===== src/rtl/deinterleave_stream.sv =====
// rtl/deinterleave_stream.sv - round-robin CH-channel stream to per-channel N-sample blocks, BANKS buffers per channel
// Optional synchronous flush input when DEINT_FLUSH_EN is defined.
module deinterleave_stream #(
    parameter int BITS  = 8,
    parameter int CH    = 3,
    parameter int N     = 10,
    parameter int BANKS = 2,
    localparam int CW   = (CH > 1) ? $clog2(CH) : 1
) (
    input  logic            clk,
    input  logic            rst,
`ifdef DEINT_FLUSH_EN
    input  logic            flush,
`endif
    input  logic            in_valid,
    output logic            in_ready,
    input  logic [BITS-1:0] data_in,
    output logic            out_valid,
    input  logic            out_ready,
    output logic [BITS-1:0] data_out,
    output logic [CW-1:0]   out_ch,
    output logic            out_last
);
    localparam int BW = (BANKS > 1) ? $clog2(BANKS) : 1;
    localparam int IW = $clog2(N);
    localparam int D  = CH * BANKS;
    localparam int PW = (D > 1) ? $clog2(D) : 1;
    localparam int KW = $clog2(D + 1);
    localparam logic [CW-1:0] C_LAST = CW'(CH - 1);
    localparam logic [BW-1:0] B_LAST = BW'(BANKS - 1);
    localparam logic [IW-1:0] I_LAST = IW'(N - 1);
    localparam logic [PW-1:0] P_LAST = PW'(D - 1);

    logic [BITS-1:0] mem [CH][BANKS][N];
    logic [CW-1:0]   wc;
    logic [BW-1:0]   wb [CH];
    logic [IW-1:0]   wi [CH];
    logic [BANKS-1:0] full [CH];

    // Completion FIFO: pop_ptr frees banks, ld_ptr tracks the block being read out.
    logic [CW-1:0]   fifo_ch   [D];
    logic [BW-1:0]   fifo_bank [D];
    logic [PW-1:0]   wr_ptr, ld_ptr, pop_ptr;
    logic [KW-1:0]   ld_cnt;
    logic [IW-1:0]   ri;

    logic flush_i, accept, push, load, load_last, pop;

`ifdef DEINT_FLUSH_EN
    assign flush_i = flush;
`else
    assign flush_i = 1'b0;
`endif

    function automatic logic [PW-1:0] ptr_inc(input logic [PW-1:0] p);
        return (p == P_LAST) ? '0 : p + 1'b1;
    endfunction

    assign in_ready  = !full[wc][wb[wc]];
    assign accept    = in_valid && in_ready && !flush_i;
    assign push      = accept && (wi[wc] == I_LAST);
    assign load      = (ld_cnt != '0) && (!out_valid || out_ready);
    assign load_last = load && (ri == I_LAST);
    assign pop       = out_valid && out_ready && out_last;

    always_ff @(posedge clk) begin
        if (accept)
            mem[wc][wb[wc]][wi[wc]] <= data_in;
        if (push) begin
            fifo_ch[wr_ptr]   <= wc;
            fifo_bank[wr_ptr] <= wb[wc];
        end
    end

    always_ff @(posedge clk or posedge rst) begin
        if (rst) begin
            wc        <= '0;
            for (int c = 0; c < CH; c++) begin
                wb[c]   <= '0;
                wi[c]   <= '0;
                full[c] <= '0;
            end
            wr_ptr    <= '0;
            ld_ptr    <= '0;
            pop_ptr   <= '0;
            ld_cnt    <= '0;
            ri        <= '0;
            out_valid <= 1'b0;
            data_out  <= '0;
            out_ch    <= '0;
            out_last  <= 1'b0;
        end else begin
            if (flush_i) begin
                wc <= '0;
                for (int c = 0; c < CH; c++)
                    wi[c] <= '0;
            end else if (accept) begin
                if (wi[wc] == I_LAST) begin
                    wi[wc]           <= '0;
                    full[wc][wb[wc]] <= 1'b1;
                    wb[wc]           <= (wb[wc] == B_LAST) ? '0 : wb[wc] + 1'b1;
                    wr_ptr           <= ptr_inc(wr_ptr);
                end else begin
                    wi[wc] <= wi[wc] + 1'b1;
                end
                wc <= (wc == C_LAST) ? '0 : wc + 1'b1;
            end

            // A bank being set and one being freed are never the same bank.
            if (pop) begin
                full[fifo_ch[pop_ptr]][fifo_bank[pop_ptr]] <= 1'b0;
                pop_ptr <= ptr_inc(pop_ptr);
            end

            if (push && !load_last)
                ld_cnt <= ld_cnt + 1'b1;
            else if (!push && load_last)
                ld_cnt <= ld_cnt - 1'b1;

            if (load) begin
                data_out  <= mem[fifo_ch[ld_ptr]][fifo_bank[ld_ptr]][ri];
                out_ch    <= fifo_ch[ld_ptr];
                out_last  <= (ri == I_LAST);
                out_valid <= 1'b1;
                if (ri == I_LAST) begin
                    ri     <= '0;
                    ld_ptr <= ptr_inc(ld_ptr);
                end else begin
                    ri <= ri + 1'b1;
                end
            end else if (out_ready) begin
                out_valid <= 1'b0;
            end
        end
    end
endmodule


===== config.mk =====
export PLATFORM = sky130hd
export DESIGN_NAME = deinterleave_stream
export DESIGN_NICKNAME = d
export VERILOG_FILES = /design/src/rtl/deinterleave_stream.sv
export SDC_FILE = /design/constraint.sdc
export NUM_CORES = 1
export LEC_CHECK = 0
export ABC_AREA = 1
export CAP_MARGIN = 15
export CORE_MARGIN = 2
export CORE_UTILIZATION = 40
export CTS_BUF_LIST = sky130_fd_sc_hd__clkbuf_16
export DETAILED_ROUTE_END_ITERATION = 7
export HOLD_SLACK_MARGIN = 0.1
export SYNTH_ARGS = -nofsm -noshare
export SYNTH_HDL_FRONTEND = slang
export SYNTH_SLANG_ARGS = --single-unit

===== constraint.sdc =====
create_clock -name clk -period 2.6 [get_ports clk]
set_input_delay 0.52 -clock clk [delete_from_list [all_inputs] [get_ports clk]]
set_output_delay 0.52 -clock clk [all_outputs]
set_load 0.005 [all_outputs]

==> flow_summary_export.csv <==
group,metric,value,unit
timing,rsz0062_at_grt,"yes",
placement,io_buffer_count,24,
worst_setup_path,critPathBufInv,10,
grt,grt_max_degree,71,
clocking,clkSinkCount,549,
floorplan,core_region_area,0.0615,mm2
grt,grt_antenna_before_repair,0,
route,drt_pass1_iterations,5,
clocking,cts.htree.levels,2,
yosys,synth_cell_types,39,
yosys,syn-cell-area,0.0247,mm2
route,drc,0,
final_layout,fin_nets,2632,
final_layout,area_growth,20.3,%
clocking,clk_pin_slew,0.06,ns
yosys,synthFlopType,"edfxtp_1",
final_layout,drive_gt1_share,14.8,%
power_and_ir_drop,leakage,0.0126,uW
grt,use_met3,3.22,%
yosys,synth_fp_nets,2482,
timing,hold_viol,0,
worst_setup_path,worstSetupEndpointType,"flop",
timing,post-route-period-util,99.3,%
floorplan,rows,91,
final_layout,diodes,0,
final_layout,fin_cells,3453,
floorplan,die_h,253,um
route,vias_per_cell,5.14,
yosys,synth_edf_count,498,
worst_setup_path,cpLargestDelayFamily,"buffers and inverters",
route,ant_nets,0,
clocking,clk_path_buf_depth,3,
worst_setup_path,cp_max_fo,8,
timing,skew,0.0273,ns
grt,grt_pass1_vias,17400,
timing,clock.fmax,387,MHz
flow_run,max_cap_viol_count,0,
final_layout,fin_util,48.4,%
grt,grt_use_met1,27.9,%
timing,worstMarginPinSlew,0.707,ns
placement,dp_hpwl,41.4,mm
timing,min_period,2.58,ns
power_and_ir_drop,p_per_area,1210,mW/mm2
grt,grt.busiest_layer,"met2",
clocking,cts_tree,"yes",
worst_setup_path,cp-start-kind,"flop",
grt,gr-usage-all-layers,20.6,%
outcome,status,"finished clean",
placement,gp_congestion,0.879,
timing,slew_headroom,52.8,%
clocking,clkLatencyLatePin,0.63,ns
yosys,yosysSeqAreaShare,65.6,%
route,via_count,17800,
worst_setup_path,crit_path_cell_trace,"inv_2, nor2_4, buf_6, inv_4, nor2_4, nor3_4, inv_2, nand2_1, nand2_1, clkinv_2, nand2_4, buf_6, inv_4, nand2_4, clkinvlp_4, buf_12, nand2_2, nor2_1, buf_4",
worst_setup_path,reg2reg_depth,19,
worst_setup_path,cp.arrival,2.90,ns
grt,grt-ovfl-total,0,
power_and_ir_drop,irDropWorstVdd,0.778,mV
worst_setup_path,required,2.92,ns
grt,grt_first_pass_wirelength,101,mm
yosys,yosys_warnings,0,
timing,setup_violations,0,
floorplan,die-area,0.0639,mm2
yosys,avgSynthCellArea,10.0,um2
clocking,root_buffer,"clkbuf_16",
route,drt_wl_total,67.6,mm
timing,slew_violations,0,
grt,use_met2,34.5,%
placement,post-place-cells,3322,
worst_setup_path,path_depth,19,
floorplan,ios,25,
yosys,synthCells,2464,
worst_setup_path,critical_path_class,"reg -> reg",
floorplan,die_x,253,um
route,wire_per_inst,19.6,um
worst_hold_path,hp-class,"in -> async",
route,drtIter0Drc,1661,
yosys,ys_async_sr_fraction,9.29,%
worst_setup_path,crit_path_max_incr_delay,0.43,ns
clocking,cts_made_buffers,59,
floorplan,initial_core_util,40.3,%
worst_setup_path,cpMaxStageDelayCell,"dfrtp_1",
clocking,hold_buffers,0,
yosys,ys_ff_latch,549,
[kinds of logic after synthesis]
family / count (synthesis) / synth area share (%)
AOI/OAI and AO/OA: 148 / 3.37
buffers and inverters: 528 / 8.40
xor gates and xnor gates: 6 / 0.212
and+or+nand+nor: 1225 / 22.0
adders and majority gates: 6 / 0.334
DFF: 549 / 65.6
muxes: 2 / 0.0910
[worst paths after layout]
kind | to | slack (ns) | from
hold reg to reg | wi[0]$_DFFE_PP0P_ | 0.50 | wi[0]$_DFFE_PP0P_
max in group asynchronous | wc[1]$_DFFE_PP0N_ | 1.95 | rst
min in group clk | mem[0][146]$_DFFE_PP_ | 0.43 | data_in[2]
setup reg to reg | mem[0][125]$_DFFE_PP_ | 0.02 | wc[0]$_DFFE_PP0N_
setup / recovery | mem[0][125]$_DFFE_PP_ | 0.02 | wc[0]$_DFFE_PP0N_
hold / removal | wi[8]$_DFFE_PP0P_ | 0.13 | rst
[per-stage QoR]
stage / worst slack, ns / TNS [ns] / hold slack [ns] / area, um2 / total power (uW)
floorplan: 0.0174 / 0 / 0.450 / 24800 / 20100
global placement: 0.0655 / 0 / 0.471 / 27200 / 26000
detailed placement: 0.0424 / 0 / 0.477 / 27200 / 26300
CTS: 0.00175 / 0 / 0.120 / 29100 / 34600
global route: -0.0764 / -8.45 / 0.147 / 29800 / 38100
finish: 0.0180 / 0 / 0.130 / 29800 / 36100
[routing by layer]
layer  wire length [um]  up-vias
met5                  0        -
met4               1700        0
met3               4040      107
met2              32900      559
met1              29000     8586
li1                   -     8505
[final cells by class]
type | count | area [um2]
clock buffers | 60 | 1500
clock inverters | 50 | 420
well taps | 790 | 988
fillers | 5595 | 31700
repair buffers | 222 | 2380
multi-input cells | 1387 | 6750
flip-flops and latches | 549 | 16200
inverters | 395 | 1500
[cells in the mapped netlist (all sizes together) (17+ instances only)]
cell type,instances,area share [%]
edfxtp,498,60
nand3b,17,0.52
inv,388,5.9
o211ai,17,0.52
a21oi,82,1.7
nand3,264,5.4
dfrtp,51,5.2
clkbuf,56,0.85
buf,77,1.6
o21ai,37,0.75
nand2,632,9.7
nand4,129,3.3
nor2,166,2.8
[state kept, by name (all words and copies together) (netlist names)]
| register | cells |
|---|---|
| ri | 4 |
| data_out | 8 |
| full | 6 |
| fifo_ch | 12 |
| wi | 12 |
| wc | 2 |
| out_last | 1 |
| wb | 3 |
| mem | 480 |
| fifo_bank | 6 |
| ld_cnt | 3 |
| ld_ptr | 3 |
| wr_ptr | 3 |
| out_ch | 2 |
| out_valid | 1 |
| pop_ptr | 3 |
[timing repair]
action / CTS / global route
setup endpoints to repair: 1 / 443
cloned: 0 / 9
pin swaps: 3 / 13
buffers inserted: 0 / 13
resized for setup: 11 / 86
[cells in the final DEF, fill, tap and decap left out, types with 3 or more instances in the layout]
| master | n |
|---|---|
| nand2_1 | 610 |
| edfxtp_1 | 498 |
| inv_1 | 385 |
| nand3_1 | 259 |
| buf_4 | 137 |
| nand4_1 | 129 |
| nor2_1 | 124 |
| a21oi_1 | 79 |
| clkbuf_16 | 69 |
| dfrtp_1 | 49 |
| o21ai_0 | 36 |
| buf_12 | 35 |
| nor2_2 | 30 |
| clkinv_1 | 24 |
| nand3b_1 | 17 |
| o211ai_1 | 17 |
| buf_6 | 16 |
| clkdlybuf4s50_1 | 15 |
| nor2_4 | 12 |
| nand2_2 | 11 |
| clkinv_2 | 10 |
| or2_2 | 9 |
| nand2_4 | 8 |
| buf_2 | 8 |
| inv_2 | 7 |
| bufinv_16 | 7 |
| clkinvlp_4 | 6 |
| nand3_4 | 5 |
| a2bb2oi_1 | 5 |
| xor2_1 | 4 |
| nor3_1 | 4 |
| ha_1 | 4 |
| inv_4 | 3 |
| a22oi_1 | 3 |
| nand2_8 | 3 |
[where the power goes]
part	switching (uW)	total [uW]	internal [uW]
logic	10900	16900	6070
clock network	3450	8300	4860
registers	442	10800	10400
Power figures use the tool's default switching activity.
